--- config.mk ---
export PLATFORM = sky130hd
export DESIGN_NAME = shape_cmd_issuer
export DESIGN_NICKNAME = d
export VERILOG_FILES = /design/src/rtl/shape_processor_pkg.sv /design/src/rtl/shape_cmd_fifo.sv /design/src/rtl/shape_cmd_issuer.sv
export SDC_FILE = /design/constraint.sdc
export NUM_CORES = 1
export LEC_CHECK = 0
export ABC_AREA = 1
export CAP_MARGIN = 20
export CORE_AREA = 4 4 72 107
export CTS_CLUSTER_SIZE = 30
export DETAILED_ROUTE_END_ITERATION = 8
export DIE_AREA = 0 0 76 111
export DONT_BUFFER_PORTS = 1
export PLACE_DENSITY = 0.88
export SYNTH_ARGS = -nofsm -noshare
export SYNTH_HDL_FRONTEND = slang
export SYNTH_SLANG_ARGS = --single-unit
--- constraint.sdc ---
create_clock -name clk -period 2.2 [get_ports clk]
set_input_delay 0.44 -clock clk [delete_from_list [all_inputs] [get_ports clk]]
set_output_delay 0.44 -clock clk [all_outputs]
set_load 0.02 [all_outputs]
--- src/rtl/shape_processor_pkg.sv ---
// shape_processor_pkg: CTRL SFR layout, field encodings and legality helpers
// shared by the command issuer and the shape_processor properties.
package shape_processor_pkg;
    localparam int CMD_W = 7;

    typedef enum logic [1:0] {
        SHAPE_NONE = 2'b00,
        RECTANGLE  = 2'b01,
        TRIANGLE   = 2'b10,
        SHAPE_RSVD = 2'b11
    } shape_e;

    typedef enum logic [4:0] {
        OP_NONE        = 5'b00000,
        AREA           = 5'b00001,
        IS_SQUARE      = 5'b01000,
        IS_EQUILATERAL = 5'b10000,
        IS_ISOSCELES   = 5'b10001
    } operation_e;

    typedef struct packed {
        logic [13:0] reserved1;
        logic [1:0]  SHAPE;
        logic [10:0] reserved0;
        logic [4:0]  OPERATION;
    } ctrl_sfr_reg;

    function automatic logic is_legal_shape(input logic [1:0] s);
        return s == RECTANGLE || s == TRIANGLE;
    endfunction

    function automatic logic is_legal_operation(input logic [4:0] op);
        return op inside {OP_NONE, AREA, IS_SQUARE, IS_EQUILATERAL, IS_ISOSCELES};
    endfunction

    function automatic logic is_legal_combination(input logic [1:0] s, input logic [4:0] op);
        return is_legal_shape(s) && is_legal_operation(op)
            && !(op == IS_SQUARE && s != RECTANGLE)
            && !((op == IS_EQUILATERAL || op == IS_ISOSCELES) && s != TRIANGLE);
    endfunction

    function automatic ctrl_sfr_reg ctrl_word(input logic [1:0] s, input logic [4:0] op);
        return '{reserved1: '0, SHAPE: s, reserved0: '0, OPERATION: op};
    endfunction
endpackage

--- src/rtl/shape_cmd_fifo.sv ---
// shape_cmd_fifo: synchronous FIFO, no bypass from push to pop.
//   push/push_data in, pop in (ignored when empty), full/empty out,
//   pop_data shows the head entry combinationally.
module shape_cmd_fifo #(
    parameter int DEPTH = 4,
    parameter int WIDTH = 7
) (
    input  logic             clk,
    input  logic             rst,
    input  logic             push,
    input  logic [WIDTH-1:0] push_data,
    input  logic             pop,
    output logic             full,
    output logic             empty,
    output logic [WIDTH-1:0] pop_data
);
    localparam int AW = $clog2(DEPTH);

    logic [AW:0]      wr_ptr, rd_ptr;
    logic [WIDTH-1:0] mem [DEPTH];

    // Extra wrap bit distinguishes full from empty when the indices match.
    assign empty    = wr_ptr == rd_ptr;
    assign full     = wr_ptr[AW] != rd_ptr[AW] && wr_ptr[AW-1:0] == rd_ptr[AW-1:0];
    assign pop_data = mem[rd_ptr[AW-1:0]];

    always_ff @(posedge clk)
        if (push && !full) mem[wr_ptr[AW-1:0]] <= push_data;

    always_ff @(posedge clk) begin
        if (rst) begin
            wr_ptr <= '0;
            rd_ptr <= '0;
        end else begin
            if (push && !full) wr_ptr <= wr_ptr + (AW+1)'(1);
            if (pop && !empty) rd_ptr <= rd_ptr + (AW+1)'(1);
        end
    end
endmodule

--- src/rtl/shape_cmd_issuer.sv ---
// shape_cmd_issuer: buffers (shape, operation) commands, rejects illegal ones
// locally, writes legal ones to the CTRL SFR and confirms them by read-back.
//   cmd_valid/cmd_ready/cmd_shape/cmd_operation : command stream in
//   write/write_data/read/read_data/error       : CTRL SFR register port
//   rsp_valid/rsp_ready/rsp_data/rsp_error      : one response per command
//   reject_count                                : saturating error-response count
module shape_cmd_issuer
    import shape_processor_pkg::*;
#(
    parameter int FIFO_DEPTH = 4,
    parameter int CNT_W      = 8
) (
    input  logic             clk,
    input  logic             rst,
    input  logic             cmd_valid,
    output logic             cmd_ready,
    input  logic [1:0]       cmd_shape,
    input  logic [4:0]       cmd_operation,
    output logic             write,
    output logic [31:0]      write_data,
    output logic             read,
    input  logic [31:0]      read_data,
    input  logic             error,
    output logic             rsp_valid,
    input  logic             rsp_ready,
    output logic [31:0]      rsp_data,
    output logic             rsp_error,
    output logic [CNT_W-1:0] reject_count
);
    typedef enum logic [1:0] {IDLE, WRITE, READ, RESP} state_e;

    state_e           state, state_nx;
    ctrl_sfr_reg      cmd_q;
    logic             err_q;
    logic             full, empty, pop, legal;
    logic [CMD_W-1:0] head;

    assign cmd_ready = !full;
    assign pop       = state == IDLE && !empty;
    assign legal     = is_legal_combination(head[6:5], head[4:0]);

    shape_cmd_fifo #(.DEPTH(FIFO_DEPTH), .WIDTH(CMD_W)) u_fifo (
        .clk       (clk),
        .rst       (rst),
        .push      (cmd_valid && cmd_ready),
        .push_data ({cmd_shape, cmd_operation}),
        .pop       (pop),
        .full      (full),
        .empty     (empty),
        .pop_data  (head)
    );

    always_ff @(posedge clk) begin
        if (rst) state <= IDLE;
        else     state <= state_nx;
    end

    always_comb begin
        state_nx = state;
        case (state)
            IDLE:    state_nx = empty ? IDLE : legal ? WRITE : RESP;
            WRITE:   state_nx = READ;
            READ:    state_nx = RESP;
            default: state_nx = rsp_ready ? IDLE : RESP;
        endcase
    end

    always_comb begin
        write      = state == WRITE;
        write_data = write ? cmd_q : '0;
        read       = state == READ;
        rsp_valid  = state == RESP;
    end

    always_ff @(posedge clk) begin
        if (rst) begin
            cmd_q        <= '0;
            err_q        <= 1'b0;
            rsp_data     <= '0;
            rsp_error    <= 1'b0;
            reject_count <= '0;
        end else begin
            if (pop) cmd_q <= ctrl_word(head[6:5], head[4:0]);
            // Locally rejected commands never touch the SFR port.
            if (pop && !legal) begin
                rsp_data  <= '0;
                rsp_error <= 1'b1;
            end
            if (state == WRITE) err_q <= error;
            if (state == READ) begin
                rsp_data  <= read_data;
                rsp_error <= err_q || read_data != cmd_q;
            end
            if (rsp_valid && rsp_ready && rsp_error && !(&reject_count))
                reject_count <= reject_count + CNT_W'(1);
        end
    end
endmodule
## Word-level counts from Yosys, hierarchy flattened

Memory sizes are Yosys's and may differ from the RTL's. A register that Yosys moved wholly into a read port is not among the register bits.
Index checks and enable logic that the tools add are counted.

| cells by class | value |
|---|---|
| add/subtract/negate cells | 3 |
| equality and inequality tests | 15 |
| muxes and demuxes | 13 |
| reduce and logical (&&, ||, !) cells | 28 |

Operators by type and width:

| cell | number |
|---|---|
| 2-to-1 mux 32 bit | 2 |
| inequality test 32 x 18 -> 1 bit | 1 |
| 2-to-1 mux 18 bit | 1 |
| logical AND 1 bit | 14 |
| == test 5 bit (second input constant) | 2 |
| 2-to-1 mux 2 bit | 5 |
| adder 8 x 1 -> 8 bit (second input constant) | 1 |
| AND reduction 8 bit | 1 |
| adder 3 x 1 -> 3 bit (second input constant) | 2 |
| == test 2 bit (second input constant) | 3 |
| zero test 1 bit | 6 |
| one-hot mux 2 bit (3 select lines) | 1 |
| == test 5 x 1 -> 1 bit (second input constant) | 1 |
| == test 5 x 4 -> 1 bit (second input constant) | 1 |
| zero test 5 bit | 1 |
| nonzero test 5 bit | 1 |
| == test 2 x 1 -> 1 bit (second input constant) | 2 |
| 2-to-1 mux 1 bit | 4 |
| == test 3 bit | 1 |
| logical OR 1 bit | 3 |
| == test 2 bit | 1 |
| zero test 2 bit | 1 |
| inequality test 2 x 1 -> 1 bit (second input constant) | 1 |
| inequality test 2 bit (second input constant) | 1 |
| other kinds (2) | 2 |

| word-level totals | value |
|---|---|
| register bits after elaboration | 57 |
| bits in writable memories | 28 |
| input port bits | 44 |
| output and inout port bits | 77 |
| word-level logic and storage cells | 69 |
| memories kept | 1 |

Memories:

| memory | words | bits a word | rd ports | clocked after memory_dff | write ports | RTL line | source |
|---|---|---|---|---|---|---|---|
| u_fifo.mem | 4 | 7 | 1 | 1 | 1 | shape_cmd_fifo.sv:20 | `logic [WIDTH-1:0] mem [DEPTH];` |

## Longest topological paths before layout

| depth | value |
|---|---|
| depth after elaboration | 9 |
| depth in mapped cells | 14 |
| depth with buffers taken out | 13 |

## Hierarchy

From an unflattened synthesis, not the netlist that was laid out.

| unflattened totals | value |
|---|---|
| cell total of the unflattened synthesis | 514 |
| area total of the unflattened synthesis | 4465.5 µm² |

By module, submodules not included:

| module | times used | cells each | area each (µm²) | seq. area each (µm²) |
|---|---|---|---|---|
| shape_cmd_issuer | 1 | 373 | 2924.1 | 1021.0 |
| shape_cmd_fifo | 1 | 141 | 1541.5 | 1001.0 |

## Least setup slack after synthesis

No wires, ideal clock.

| path | value |
|---|---|
| path type | register to register |
| start point | register with a tool-made name |
| end point | register rsp_data[10] |
| library setup time | 0.070 ns |
| data arrival time | 1.860 ns |
| required time | 2.130 ns |
| path slack | 0.270 ns |
| stages on the path, launching flop included | 13 |
| buffers on the path | 2 |
| clock period less this slack | 1.930 ns |
| path through | dfxtp_1 -> buf_4 -> nand2_1 -> a32o_1 -> ha_1 -> inv_1 -> nand2_1 -> nor2_2 -> nand3_2 -> nand2_4 -> buf_6 -> nand3_2 -> a21oi_2 |

RTL lines:

| element | RTL line | source |
|---|---|---|
| to (signal assigned) | shape_cmd_issuer.sv:91 | `rsp_data <= read_data;` |
| to (decl) | shape_cmd_issuer.sv:26 | `output logic [31:0] rsp_data,` |

==> flow_summary.yaml <==
synthesis:
  ys_seq_elements: 87
  ys_types: 35
  seq_area_frac_synth_pct: 48.6
  synth_enable_flop_cells: 28
  ys.warnings.count: 0
  synth_area_per_cell_sq_um: 8.98
  netlist_area_sq_mm: 0.00416
  ys.flop_type: "dfxtp_1"
  synth_cells: 463
  yosys-top-cells-area: "dfxtp_1 28%, edfxtp_1 20%, nand2_1 8.4%"
  synthArstFlopShare_pct: 0
  yosysMostFrequentCell: "nand2_1"
  synth_largest_area_cell: "dfxtp_1"
  synth_top_area_share_pct: 28.4
  synth_common_cells: "93 x nand2_1, 59 x dfxtp_1, 43 x inv_1"
timing:
  worst_pin_slew_ns: 0.551
  maxSlewViolCount: 0
  max_freq_ghz: 0.499
  post-route-period-util_pct: 91.0
  setup_viol: 0
  fin_skew_ns: 0.00647
  rsz0062_at_grt: "no"
  worst_slack_ns: 0.197
  fin_setup_tns_ns: 0
  relSlewSlack_pct: 63.2
  hold_viol_final: 0
  hold_ws_ns: 0.144
  fin_crit_ns: 2.00
routing:
  drt_iter0_drc: 149
  wl_per_cell_um: 15.8
  vias: 3014
  via_per_inst: 5.47
  post-route-drc-count: 0
  antenna_left: 0
  drt_first_pass_iters: 4
  routed_wl_um: 8680
placed_design:
  dp_hpwl_um: 6670
  place.gp.congestion: 0.824
  dp_slack_ns: 0.0175
  placed_cells: 535
  place_area_sq_mm: 0.00416
  portBuffers: 0
clocking:
  cts_buffers: 9
  cts_tree: "done"
  postCtsResizedCells: 1
  insertion_delay_ns: 0.35
  cts_hold_buf: 0
  clock-sinks: 87
  htree_levels: 3
  cts_setup_buffers: 0
  clk_pin_slew_ns: 0.09
  cts-root-buf: "clkbuf_8"
  clk_path_buf_depth: 2
final_layout:
  instances_no_fill: 551
  final_cell_area_sq_mm: 0.00438
  nNetsFinal: 524
  utilization_pct: 64.3
  nFillCells: 552
  layout-drive-gt1-share_pct: 19.0
  area_growth_syn_to_layout_pct: 5.33
  antenna_cells: 0
power:
  irDropWorstVdd_mv: 0.717
  p_per_area_mw_per_mm2: 1210
  report.power.total_mw: 5.28
  p_leak_nw: 1.73
global_route:
  antenna_found_initial: 0
  first_global_vias: 3083
  grt_pass1_wl_um: 14500
  overflow: 0
  track_usage_pct: 21.1
  grt_max_degree: 37
floorplan:
  rows: 37
  dieWidth_um: 76
  die_h_um: 111
  initial_core_util_pct: 61.1
  design.core.area_sq_mm: 0.00681
  io_pins: 121
  die-area_sq_mm: 0.00844
critical_path:
  arrival_ns: 2.29
  start_kind: "flip-flop"
  critPathKind: "flip-flop to flip-flop"
  crit_fanout: 18
  crit_required_ns: 2.48
  cp-end-kind: "flip-flop"
job:
  maxCapViolCount: 0
outcome:
  outcome: "finished clean"
hold_path:
  hold_class: "input port to flip-flop"
## area by class of cell
cell class,count,area (sq um),area share (%)
timing repair buffer,15,129,2.94
clock buffer,9,124,2.83
multi-input combinational,309,1750,39.9
tap,78,97.6,2.23
sequential,87,2030,46.3
inverter,46,175,4.00
clock inverter,7,80.1,1.83
## layer usage
layer / up-vias / GRT usage (%) / wire (um)
li1: 1481 / - / -
met1: 1383 / 20.5 / 2990
met2: 119 / 38.8 / 4700
met3: 31 / 5.61 / 608
met4: 0 / 12.6 / 378
met5: - / 0 / 0
## worst max-delay path, cell delays in order (launching register included)
cell and delay [ns]:
dfxtp_4 0.39, inv_4 0.11, nand2_1 0.06, a32o_1 0.26, ha_1 0.31, inv_1 0.06, nand2_1 0.06, nor2_2 0.09
nand3_2 0.09, nand2_4 0.10, buf_12 0.17, nand3_1 0.08, a21oi_1 0.15
## kinds of logic after synthesis
logic type,after synthesis,synth area share [%]
DFF,87,48.6
xor gates and xnor gates,8,1.69
AOI/OAI and AO/OA,81,11.6
and+or+nand+nor,183,22.8
buffers and inverters,91,11.6
other,1,0.0902
adders and majority gates,12,3.61
## cells in the final DEF, fill, tap and decap left out, types with 2 or more instances in the layout
cell type / n
nand2_1: 93
dfxtp_1: 57
inv_1: 43
a21oi_1: 37
nand3_2: 29
edfxtp_1: 28
conb_1: 25
nor2_1: 21
o21ai_0: 20
nand3_1: 16
a21oi_2: 16
buf_4: 13
ha_1: 12
clkbuf_8: 9
xnor2_1: 6
nor3_1: 6
nand4_1: 4
or2_2: 4
o21ai_1: 3
nor4_1: 3
inv_2: 2
xor2_1: 2
nand2_2: 2
inv_6: 2
## sequential cells by signal, indices dropped and copies added (netlist names), named ones only
register and flops:
rsp_data 32, u_fifo.mem 28, reject_count 8, cmd_q 7
u_fifo.rd_ptr 3, u_fifo.wr_ptr 3, state 2, err_q 1
rsp_error 1
## final timing paths
check | start | to | slack [ns] | cells past startpoint
max | flip-flop | rsp_data[14] | 0.20 | 12
min | rst | rsp_data[19] | 0.14 | 1
max reg2reg | flip-flop | rsp_data[14] | 0.20 | 12
min reg2reg | cmd_q[3] | cmd_q[3] | 0.51 | 2
## report_power, final
part / internal, mW / leakage [nW] / switching [mW]
sequential: 1.93 / 0.741 / 0.397
combinational: 0.634 / 0.892 / 1.19
clock: 0.539 / 0.0983 / 0.581
(Power assumes the default switching activity.)
